### config.mk
export PLATFORM = sky130hd
export DESIGN_NAME = keypad_scanner_flat
export DESIGN_NICKNAME = d
export VERILOG_FILES = /design/src/rtl/keypad_scanner_pkg.sv /design/src/rtl/keypad_scanner_if.sv /design/src/rtl/keypad_scanner_sync_2ff.sv /design/src/rtl/keypad_scanner.sv /design/src/flat_wrapper.sv
export SDC_FILE = /design/constraint.sdc
export NUM_CORES = 1
export LEC_CHECK = 0
export ABC_AREA = 0
export BUFFER_PORTS_ARGS = -buffer_cell sky130_fd_sc_hd__buf_4
export CAP_MARGIN = 20
export CORE_MARGIN = 2
export CORE_UTILIZATION = 25
export CTS_CLUSTER_SIZE = 28
export DETAILED_ROUTE_END_ITERATION = 6
export HOLD_SLACK_MARGIN = 0.15
export REMOVE_ABC_BUFFERS = 1
export SKIP_CTS_REPAIR_TIMING = 1
export SYNTH_ARGS = -nofsm -noshare
export SYNTH_HDL_FRONTEND = slang
export SYNTH_SLANG_ARGS = --single-unit
### constraint.sdc
create_clock -name clk -period 5.24 [get_ports clk]
set_input_delay 0.786 -clock clk [delete_from_list [all_inputs] [get_ports clk]]
set_output_delay 0.786 -clock clk [all_outputs]
set_load 0.02 [all_outputs]
### src/rtl/keypad_scanner_pkg.sv
// keypad_scanner_pkg: shared types and helpers for the 4x4 keypad scanner.
//   state_e       - scanner FSM states
//   key_code()    - maps a (row, column) position to its 4-bit key code
//   is_single()   - true when exactly one active-low row is asserted
//   low_row()     - index of the lowest asserted (low) row bit
//   col_index()   - index of the driven (low) column in a one-cold column word
package keypad_scanner_pkg;

    typedef enum logic [1:0] {
        StScan,
        StDebounce,
        StPressed,
        StRelease
    } state_e;

    // Layout: r0: 1 2 3 A | r1: 4 5 6 B | r2: 7 8 9 C | r3: E(*) 0 F(#) D
    function automatic logic [3:0] key_code(input logic [1:0] row, input logic [1:0] col);
        logic [3:0] code;
        unique case ({row, col})
            4'h0: code = 4'h1;
            4'h1: code = 4'h2;
            4'h2: code = 4'h3;
            4'h3: code = 4'hA;
            4'h4: code = 4'h4;
            4'h5: code = 4'h5;
            4'h6: code = 4'h6;
            4'h7: code = 4'hB;
            4'h8: code = 4'h7;
            4'h9: code = 4'h8;
            4'hA: code = 4'h9;
            4'hB: code = 4'hC;
            4'hC: code = 4'hE;
            4'hD: code = 4'h0;
            4'hE: code = 4'hF;
            4'hF: code = 4'hD;
        endcase
        return code;
    endfunction

    function automatic logic is_single(input logic [3:0] rows_n);
        return $countones(~rows_n) == 1;
    endfunction

    function automatic logic [1:0] low_row(input logic [3:0] rows_n);
        logic [1:0] idx;
        idx = 2'd0;
        for (int i = 3; i >= 0; i--) begin
            if (!rows_n[i]) idx = 2'(i);
        end
        return idx;
    endfunction

    function automatic logic [1:0] col_index(input logic [3:0] col_n);
        logic [1:0] idx;
        case (col_n)
            4'b1101: idx = 2'd1;
            4'b1011: idx = 2'd2;
            4'b0111: idx = 2'd3;
            default: idx = 2'd0;
        endcase
        return idx;
    endfunction

endpackage

### src/rtl/keypad_scanner_if.sv
// keypad_scanner_if: keypad-side and lock-side signals of the scanner.
//   row_in   - keypad rows, active-low, asynchronous to the scanner clock
//   col_out  - column drive, active-low, one bit low at a time
//   digit    - key code of the last accepted press
//   enter    - one-cycle strobe, digit valid in the same cycle
//   key_held - high from enter until the release is debounced
// master: the scanner itself; slave: keypad model / lock consumer.
interface keypad_scanner_if;
    logic [3:0] row_in;
    logic [3:0] col_out;
    logic [3:0] digit;
    logic       enter;
    logic       key_held;

    modport master (
        input  row_in,
        output col_out,
        output digit,
        output enter,
        output key_held
    );

    modport slave (
        output row_in,
        input  col_out,
        input  digit,
        input  enter,
        input  key_held
    );
endinterface

### src/rtl/keypad_scanner_sync_2ff.sv
// keypad_scanner_sync_2ff: two-flop synchronizer for the 4 keypad rows.
//   clk      - system clock
//   reset    - asynchronous, active-high; resets to all rows released (4'b1111)
//   i_async  - raw rows
//   o_sync   - rows after two register stages
module keypad_scanner_sync_2ff (
    input  logic       clk,
    input  logic       reset,
    input  logic [3:0] i_async,
    output logic [3:0] o_sync
);

    logic [3:0] r_meta;
    logic [3:0] r_sync;

    always_ff @(posedge clk or posedge reset) begin
        if (reset) begin
            r_meta <= 4'hF;
            r_sync <= 4'hF;
        end else begin
            r_meta <= i_async;
            r_sync <= r_meta;
        end
    end

    assign o_sync = r_sync;

endmodule

### src/rtl/keypad_scanner.sv
// keypad_scanner: 4x4 matrix keypad front end. Rotates an active-low column
// drive once per scan tick, samples synchronized rows, debounces presses and
// releases, and emits one enter strobe with the key code per physical press.
//   clk    - system clock, rising edge
//   reset  - asynchronous, active-high
//   kp     - keypad_scanner_if.master (row_in, col_out, digit, enter, key_held)
// Parameters: SCAN_DIV clocks per scan tick (>=2), DEBOUNCE_SCANS agreeing
// ticks needed to accept a press or a release (>=1).
module keypad_scanner
    import keypad_scanner_pkg::*;
#(
    parameter int unsigned SCAN_DIV       = 1000,
    parameter int unsigned DEBOUNCE_SCANS = 8
) (
    input  logic               clk,
    input  logic               reset,
    keypad_scanner_if.master   kp
);

    localparam int unsigned DivW = $clog2(SCAN_DIV);
    localparam int unsigned CntW = $clog2(DEBOUNCE_SCANS + 1);
    localparam logic [DivW-1:0] DivLast = DivW'(SCAN_DIV - 1);
    localparam logic [CntW-1:0] CntLast = CntW'(DEBOUNCE_SCANS);
    localparam logic [CntW-1:0] CntOne  = CntW'(1);

    logic [3:0]      w_rows;
    logic [DivW-1:0] r_div;
    logic            w_tick;

    state_e          r_state, w_state_next;
    logic [CntW-1:0] r_cnt, w_cnt_next, w_cnt_inc;
    logic [1:0]      r_row, w_row_next;
    logic [3:0]      r_col_out, w_col_next, w_col_rot;
    logic [3:0]      r_digit, w_digit_next;
    logic            r_enter, w_enter_next;
    logic            r_held, w_held_next;
    logic            w_single, w_all_high;
    logic [1:0]      w_low_row;
    logic            w_accept, w_release_done;

    keypad_scanner_sync_2ff u_sync (
        .clk     (clk),
        .reset   (reset),
        .i_async (kp.row_in),
        .o_sync  (w_rows)
    );

    assign w_tick = (r_div == DivLast);

    always_ff @(posedge clk or posedge reset) begin
        if (reset) begin
            r_div <= '0;
        end else if (w_tick) begin
            r_div <= '0;
        end else begin
            r_div <= r_div + 1'b1;
        end
    end

    assign w_single   = is_single(w_rows);
    assign w_low_row  = low_row(w_rows);
    assign w_all_high = (w_rows == 4'hF);
    assign w_col_rot  = {r_col_out[2:0], r_col_out[3]};
    // Saturate so the counter can never wrap even if the limit is missed.
    assign w_cnt_inc  = (r_cnt == CntLast) ? r_cnt : r_cnt + CntOne;

    always_comb begin
        w_state_next   = r_state;
        w_cnt_next     = r_cnt;
        w_row_next     = r_row;
        w_col_next     = r_col_out;
        w_digit_next   = r_digit;
        w_enter_next   = 1'b0;
        w_held_next    = r_held;
        w_accept       = 1'b0;
        w_release_done = 1'b0;

        if (w_tick) begin
            unique case (r_state)
                StScan: begin
                    if (w_single) begin
                        w_row_next   = w_low_row;
                        w_cnt_next   = CntOne;
                        w_state_next = StDebounce;
                        w_accept     = (CntOne == CntLast);
                    end else begin
                        w_col_next = w_col_rot;
                    end
                end
                StDebounce: begin
                    if (w_single && (w_low_row == r_row)) begin
                        w_cnt_next = w_cnt_inc;
                        w_accept   = (w_cnt_inc == CntLast);
                    end else begin
                        w_state_next = StScan;
                        w_col_next   = w_col_rot;
                    end
                end
                StPressed: begin
                    // Any low row, including a second key in this column, counts as held.
                    if (w_all_high) begin
                        w_cnt_next     = CntOne;
                        w_state_next   = StRelease;
                        w_release_done = (CntOne == CntLast);
                    end
                end
                StRelease: begin
                    if (w_all_high) begin
                        w_cnt_next     = w_cnt_inc;
                        w_release_done = (w_cnt_inc == CntLast);
                    end else begin
                        w_state_next = StPressed;
                        w_cnt_next   = '0;
                    end
                end
                default: w_state_next = StScan;
            endcase
        end

        if (w_accept) begin
            w_state_next = StPressed;
            w_enter_next = 1'b1;
            w_digit_next = key_code(w_row_next, col_index(r_col_out));
            w_held_next  = 1'b1;
        end

        if (w_release_done) begin
            w_state_next = StScan;
            w_held_next  = 1'b0;
            w_col_next   = w_col_rot;
        end
    end

    always_ff @(posedge clk or posedge reset) begin
        if (reset) begin
            r_state   <= StScan;
            r_cnt     <= '0;
            r_row     <= 2'd0;
            r_col_out <= 4'b1110;
            r_digit   <= 4'h0;
            r_enter   <= 1'b0;
            r_held    <= 1'b0;
        end else begin
            r_state   <= w_state_next;
            r_cnt     <= w_cnt_next;
            r_row     <= w_row_next;
            r_col_out <= w_col_next;
            r_digit   <= w_digit_next;
            r_enter   <= w_enter_next;
            r_held    <= w_held_next;
        end
    end

    assign kp.col_out  = r_col_out;
    assign kp.digit    = r_digit;
    assign kp.enter    = r_enter;
    assign kp.key_held = r_held;

endmodule

### src/flat_wrapper.sv
// flat-port wrapper written by rule: the top's interface ports become plain ports
module keypad_scanner_flat import keypad_scanner_pkg::*;
#(
    parameter int unsigned SCAN_DIV       = 1000,
    parameter int unsigned DEBOUNCE_SCANS = 8
)
  (clk, reset, kp_row_in, kp_col_out, kp_digit, kp_enter, kp_key_held);
  keypad_scanner_if kp_i ();
  input  logic clk;
  input  logic reset;
  input wire logic [$bits(kp_i.row_in)-1:0] kp_row_in;
  output wire logic [$bits(kp_i.col_out)-1:0] kp_col_out;
  output wire logic [$bits(kp_i.digit)-1:0] kp_digit;
  output wire logic [$bits(kp_i.enter)-1:0] kp_enter;
  output wire logic [$bits(kp_i.key_held)-1:0] kp_key_held;
  assign kp_i.row_in = kp_row_in;
  assign kp_col_out = kp_i.col_out;
  assign kp_digit = kp_i.digit;
  assign kp_enter = kp_i.enter;
  assign kp_key_held = kp_i.key_held;
  keypad_scanner #(.SCAN_DIV(SCAN_DIV), .DEBOUNCE_SCANS(DEBOUNCE_SCANS)) u_core (.clk(clk), .reset(reset), .kp(kp_i));
endmodule
Word level (Yosys, flattened, before mapping):

Memories as Yosys holds them, arrays and structs flattened. A register that Yosys moved wholly into a read port is not among the register bits.
Index checks and enable logic that the tools add are counted.

* memory bits (writable): 0
* memories: 1
* memory bits (read-only): 64
* logic and storage cells: 84
* output and inout bits: 10
* bits in latches: 0
* input port bits: 6
* bits in registers: 32

Memory list
* (name not given): words 16, bits a word 4, rd ports 1, clocked after Yosys merged registers in 1, wr ports 0, line keypad_scanner_pkg.sv:19 `unique case ({row, col})`

* eq/ne operators: 21
* bitwise gates (word level): 1
* reductions and logical operators: 9
* shift operators: 0
* div/mod/pow operators: 0
* $add $sub $neg: 5
* multipliers: 0
* multiplexer cells: 38
* order comparisons: 0

Operators by type and width (number)
* $mux W4: 9
* $add A32 B32 Y32: 1
* $eq A32 B2 Y1 const B: 1
* $mux W2: 15
* $eq A4 B4 Y1 const B: 5
* $pmux W4 S4: 1
* $add A10 B1 Y10 const B: 1
* $eq A10 B10 Y1 const B: 1
* $mux W10: 1
* $mux W1: 9
* $ne A4 B1 Y1 const B: 2
* $pmux W2 S4: 1
* $pmux W4 S2: 1
* $reduce_and A4 Y1: 2
* $ne A2 B1 Y1 const B: 3
* $pmux W2 S3: 1
* $reduce_bool A3 Y1: 2
* $reduce_and A5 Y1: 1
* $add A1 B1 Y2: 2
* $add A4 B1 Y4 const B: 1
* $eq A2 B2 Y1 const B: 2
* $eq A4 B3 Y1 const B: 1
* $ne A4 B2 Y1 const B: 1
* $ne A4 B4 Y1 const B: 1
* 8 further kinds: 9

Longest topological paths before layout:

* word-level depth: 11
* depth in mapped cells: 10

Cells and area by module:

Synthesis repeated with hierarchy kept, for this count alone.

* cell total of the unflattened synthesis: 192
* area, all modules: 2044.5 um^2

Modules (own cells, without submodules)
* keypad_scanner: times used 1, area each 1830.5 um^2, cells each 183
* keypad_scanner_sync_2ff: times used 1, area each 214.0 um^2, cells each 9

Worst setup path before layout:

OpenSTA, ideal clock, no wires.

* path kind: flip-flop to flip-flop
* from: reg u_core.u_sync.r_sync[0], in the netlist u_core.u_sync.o_sync[0]
* to: reg u_core.r_digit[2], in the netlist u_core.kp.digit[2]
* arrival time: 3415 ps
* setup time: 82 ps
* setup slack: 1743 ps
* required time: 5158 ps
* cell stages (with the launch flop): 10
* clock period less this slack: 3497 ps
* cells stage by stage: dfstp_2 inv_1 ha_1 ha_1 fa_1 or4b_4 nor4_4 mux2i_2 or3b_2 a31oi_1

RTL lines
* start, declared: line keypad_scanner_sync_2ff.sv:14 `logic [3:0] r_sync;`
* start signal, assigned: line keypad_scanner_sync_2ff.sv:22 `r_sync <= r_meta;`
* $not A4 Y4: line keypad_scanner_pkg.sv:41 `return $countones(~rows_n) == 1;`
* $add A1 B1 Y2 (not written as such): line keypad_scanner_pkg.sv:41
* $add A32 B32 Y32 (not written as such): line keypad_scanner_pkg.sv:41
* $eq A32 B2 Y1: line keypad_scanner_pkg.sv:41
* $mux W2 (*): line keypad_scanner.sv:81 `if (w_single) begin`
* $mux W2 (*): line keypad_scanner.sv:79 `unique case (r_state)`
* $mux W2 (*): line keypad_scanner.sv:78 `if (w_tick) begin`
* net u_core.w_row_next[0]: line keypad_scanner.sv:32 `logic [1:0] r_row, w_row_next;`
* end, declared: line keypad_scanner.sv:34 `logic [3:0] r_digit, w_digit_next;`

The timed path passes the listed nets; every way through them passes the cells marked *.
A chain may end at the register's enable or synchronous reset.

Worst setup path after layout:

* from: reg u_core.u_sync.r_sync[1], in the netlist u_core.u_sync.o_sync[1]
* to: reg u_core.r_digit[2], in the netlist u_core.kp.digit[2]

The elaborated chain is that of the path after synthesis.

==> key figures <==
Run status
  • Outcome: complete, no violations

Synth
  • Sequential cell area fraction in the yosys report: between 40% and 50%
  • Number of synthesized flops with an enable pin: 0
  • Async S/R FF share, synth: 100%
  • Post-synthesis cell area: 1960 um2
  • Yosys cell types: 43
  • Yosys reg bits: 36
  • Warnings, synthesis: 0
  • Synthesized instance count: 180
  • Ys flop type: dfrtp_1
  • Syn Area/Cell: around 11 um2

Pwr
  • Part of the power in combinational logic: 5.5%
  • Power Internal: 389 uW
  • Worst vdd ir: 0.154 mV
  • Clock share of power: 36.9%
  • Pwr Total: 496 uW
  • Sw Ratio: 21.5%
  • Share of power burned in registers: between 50 and 60%
  • Switching power: 106 uW
  • Leakage: roughly 1.0 nW
  • PwrDens: roughly 220 nW/um2

Timing
  • Period utilization: 70.7%
  • Fmax: 0.270 GHz
  • Slew Viols, Final: 0
  • Setup-failing EPs final: 0
  • Worst slew margin: 64.1%
  • Endpoints failing hold: 0
  • Setup TNS: 0 ns
  • Post-route minimum period: roughly 3.7 ns
  • RSZ-0062 raised after global routing: false
  • Slew @ Worst Pin: 0.528 ns
  • Clock Skews: 0.00639 ns

Drt
  • DR vias: 1,363
  • Post-route ant nets: 0
  • Drt pass-1 iters: 4
  • DR DRC count: 0
  • Detailed Route WL: 3420 um
  • DR WL/cell: 11.2 um
  • Iter 0 DRT Violations: 47
  • Vias/cell: 4.47

Clock tree
  • Sink Count: 36
  • Worst-Skew Late Latency: 0.28 ns
  • CTS tree: yes
  • Clk buf depth: 2
  • H-Tree Depth: 2
  • Inserted Clock Buffers: 5
  • Clk root buf: clkbuf_8
  • Worst-path clk slew: 0.07 ns

Flow run
  • Max_cap viols: 0

Floorplan
  • Initial core utilization: 25.7%
  • Total die area: 8570 um2
  • Row count: 32
  • Die X: 92.6 um
  • Core Area: 7650 um2
  • Io pins: 16
  • Die height: ~93 um

Critical path
  • Critical path peak fanout: 9
  • Arrival time of the worst setup path: 3.91 ns
  • Crit. End Element: register
  • Worst Path Required: 5.45 ns
  • Critical path launch point type: register
  • WS Path Type: register to register

Cells and area
  • Share of layout cells above drive strength 1: 23.6%
  • Final net count: 223
  • Fillers: 783
  • N_diodes: 0
  • Synth-to-Final Area Change: 16.5%

Global routing
  • GR Overflow Total: 0
  • Total GRT Usage: under 10%
  • Pin count of the biggest net entering global routing: 37
  • First-pass GRT wire length: between 6000 and 7000 um
  • Vias in the first global route: 1,382
  • Initial antenna violation count: 0

Min path
  • HP Class: register to register

Placement
  • Placer Congestion: about 0.75
  • PortBufs: 15
  • Dpl hpwl: 2520 um
==> final cells by class <==
type                    count  area (um2)  share of cell area [%]
clock buffers               8        80.1                    3.50
repair buffers             16         120                    5.25
flip-flops and latches     36         915                    40.0
well taps                 102         128                    5.58
multi-input cells         131         998                    43.7
inverters                  12        45.0                    1.97
==> cells by family (layout without fill, tap and decap cells) <==
group / after synthesis / in the layout / synth area share [%]
flops: 36 / 36 / 46.6
buf+inv: 13 / 36 / 2.49
xor+xnor: 10 / 10 / 4.46
compound gates: 29 / 29 / 9.31
mux: 14 / 14 / 7.97
fa+ha+maj: 15 / 15 / 9.95
simple gates: 63 / 63 / 19.2
==> cell usage after synthesis (3+ instances only) <==
cell type,n,share of area (%)
dfrtp_1,25,32
nand2_1,16,3.1
ha_1,14,8.9
nor2_1,13,2.5
inv_1,12,2.3
dfstp_2,11,15
nand3_1,9,2.3
mux2_2,8,4.6
xor2_1,8,3.6
o21ai_0,7,1.8
a21oi_1,6,1.5
and3_1,5,1.6
nand3b_1,4,1.5
mux2i_1,3,1.5
==> registers in the layout, summed over array words and instances (netlist names) <==
register,cells
u_core.r_state,2
u_core.r_cnt,4
u_core.r_div,10
u_core.u_sync.r_meta,4
u_core.kp.digit,4
u_core.r_row,2
u_core.kp.enter,1
u_core.kp.col_out,4
u_core.kp.key_held,1
u_core.u_sync.o_sync,4
==> layout by cell type, fill, tap and decap left out, drive strengths merged, types with 9 or more instances in the layout <==
cell type,Yosys,final
inv,12,12
nand2,16,16
ha,14,14
nand3,9,9
nor2,13,13
dfstp,11,11
buf,0,16
dfrtp,25,25
mux2,10,10
==> final timing paths <==
check / depth (start not counted) / endpoint / startpoint / slack (ns)
setup / recovery: 9 / u_core.kp.digit[2] / u_core.u_sync.o_sync[1] / 1.54
hold / removal: 0 / u_core.u_sync.o_sync[3] / u_core.u_sync.r_meta[3] / 0.35
setup reg to reg: 9 / u_core.kp.digit[2] / u_core.u_sync.o_sync[1] / 1.54
hold reg to reg: 0 / u_core.u_sync.o_sync[3] / u_core.u_sync.r_meta[3] / 0.35
max in group asynchronous: 3 / u_core.kp.col_out[1] / reset / 4.29
min in group asynchronous: 3 / u_core.r_div[9] / reset / 0.61
==> critical path, cell delays in order, from the launching register on <==
cell     delay, ns
dfstp_2       0.57
inv_1         0.07
ha_1          0.27
ha_1          0.21
fa_1          0.43
or4b_4        0.59
nor4_4        0.29
mux2i_2       0.54
or3b_2        0.49
a31oi_1       0.16
==> power by group through the flow <==
stage	sequential [mW]	combinational (mW)	clock, mW
finish	0.286	0.0274	0.183
global placement	0.290	0.0278	0
global route	0.286	0.0325	0.204
floorplan	0.290	0.0202	0
detailed placement	0.291	0.0282	0
CTS	0.286	0.0285	0.195
==> stage by stage <==
step                util [%]  setup slack [ns]  instances  hold WS, ns  area (um2)
floorplan                  -              1.74        179        0.345        1960
global placement        28.8              1.64        297        0.346        2210
detailed placement      28.8              1.54        297        0.348        2210
CTS                     29.9              1.54        305        0.355        2290
global route            29.9              1.33        305        0.350        2290
finish                  29.9              1.54        305        0.355        2290
==> metal layers <==
| metal | GRT usage (%) | routed length [um] |
|---|---|---|
| met1 | 11.0 | 1580 |
| met2 | 15.1 | 1670 |
| met3 | 1.71 | 91 |
| met4 | 4.48 | 82 |
| met5 | 0 | 0 |
No activity file was read; power rests on OpenSTA's default activity.
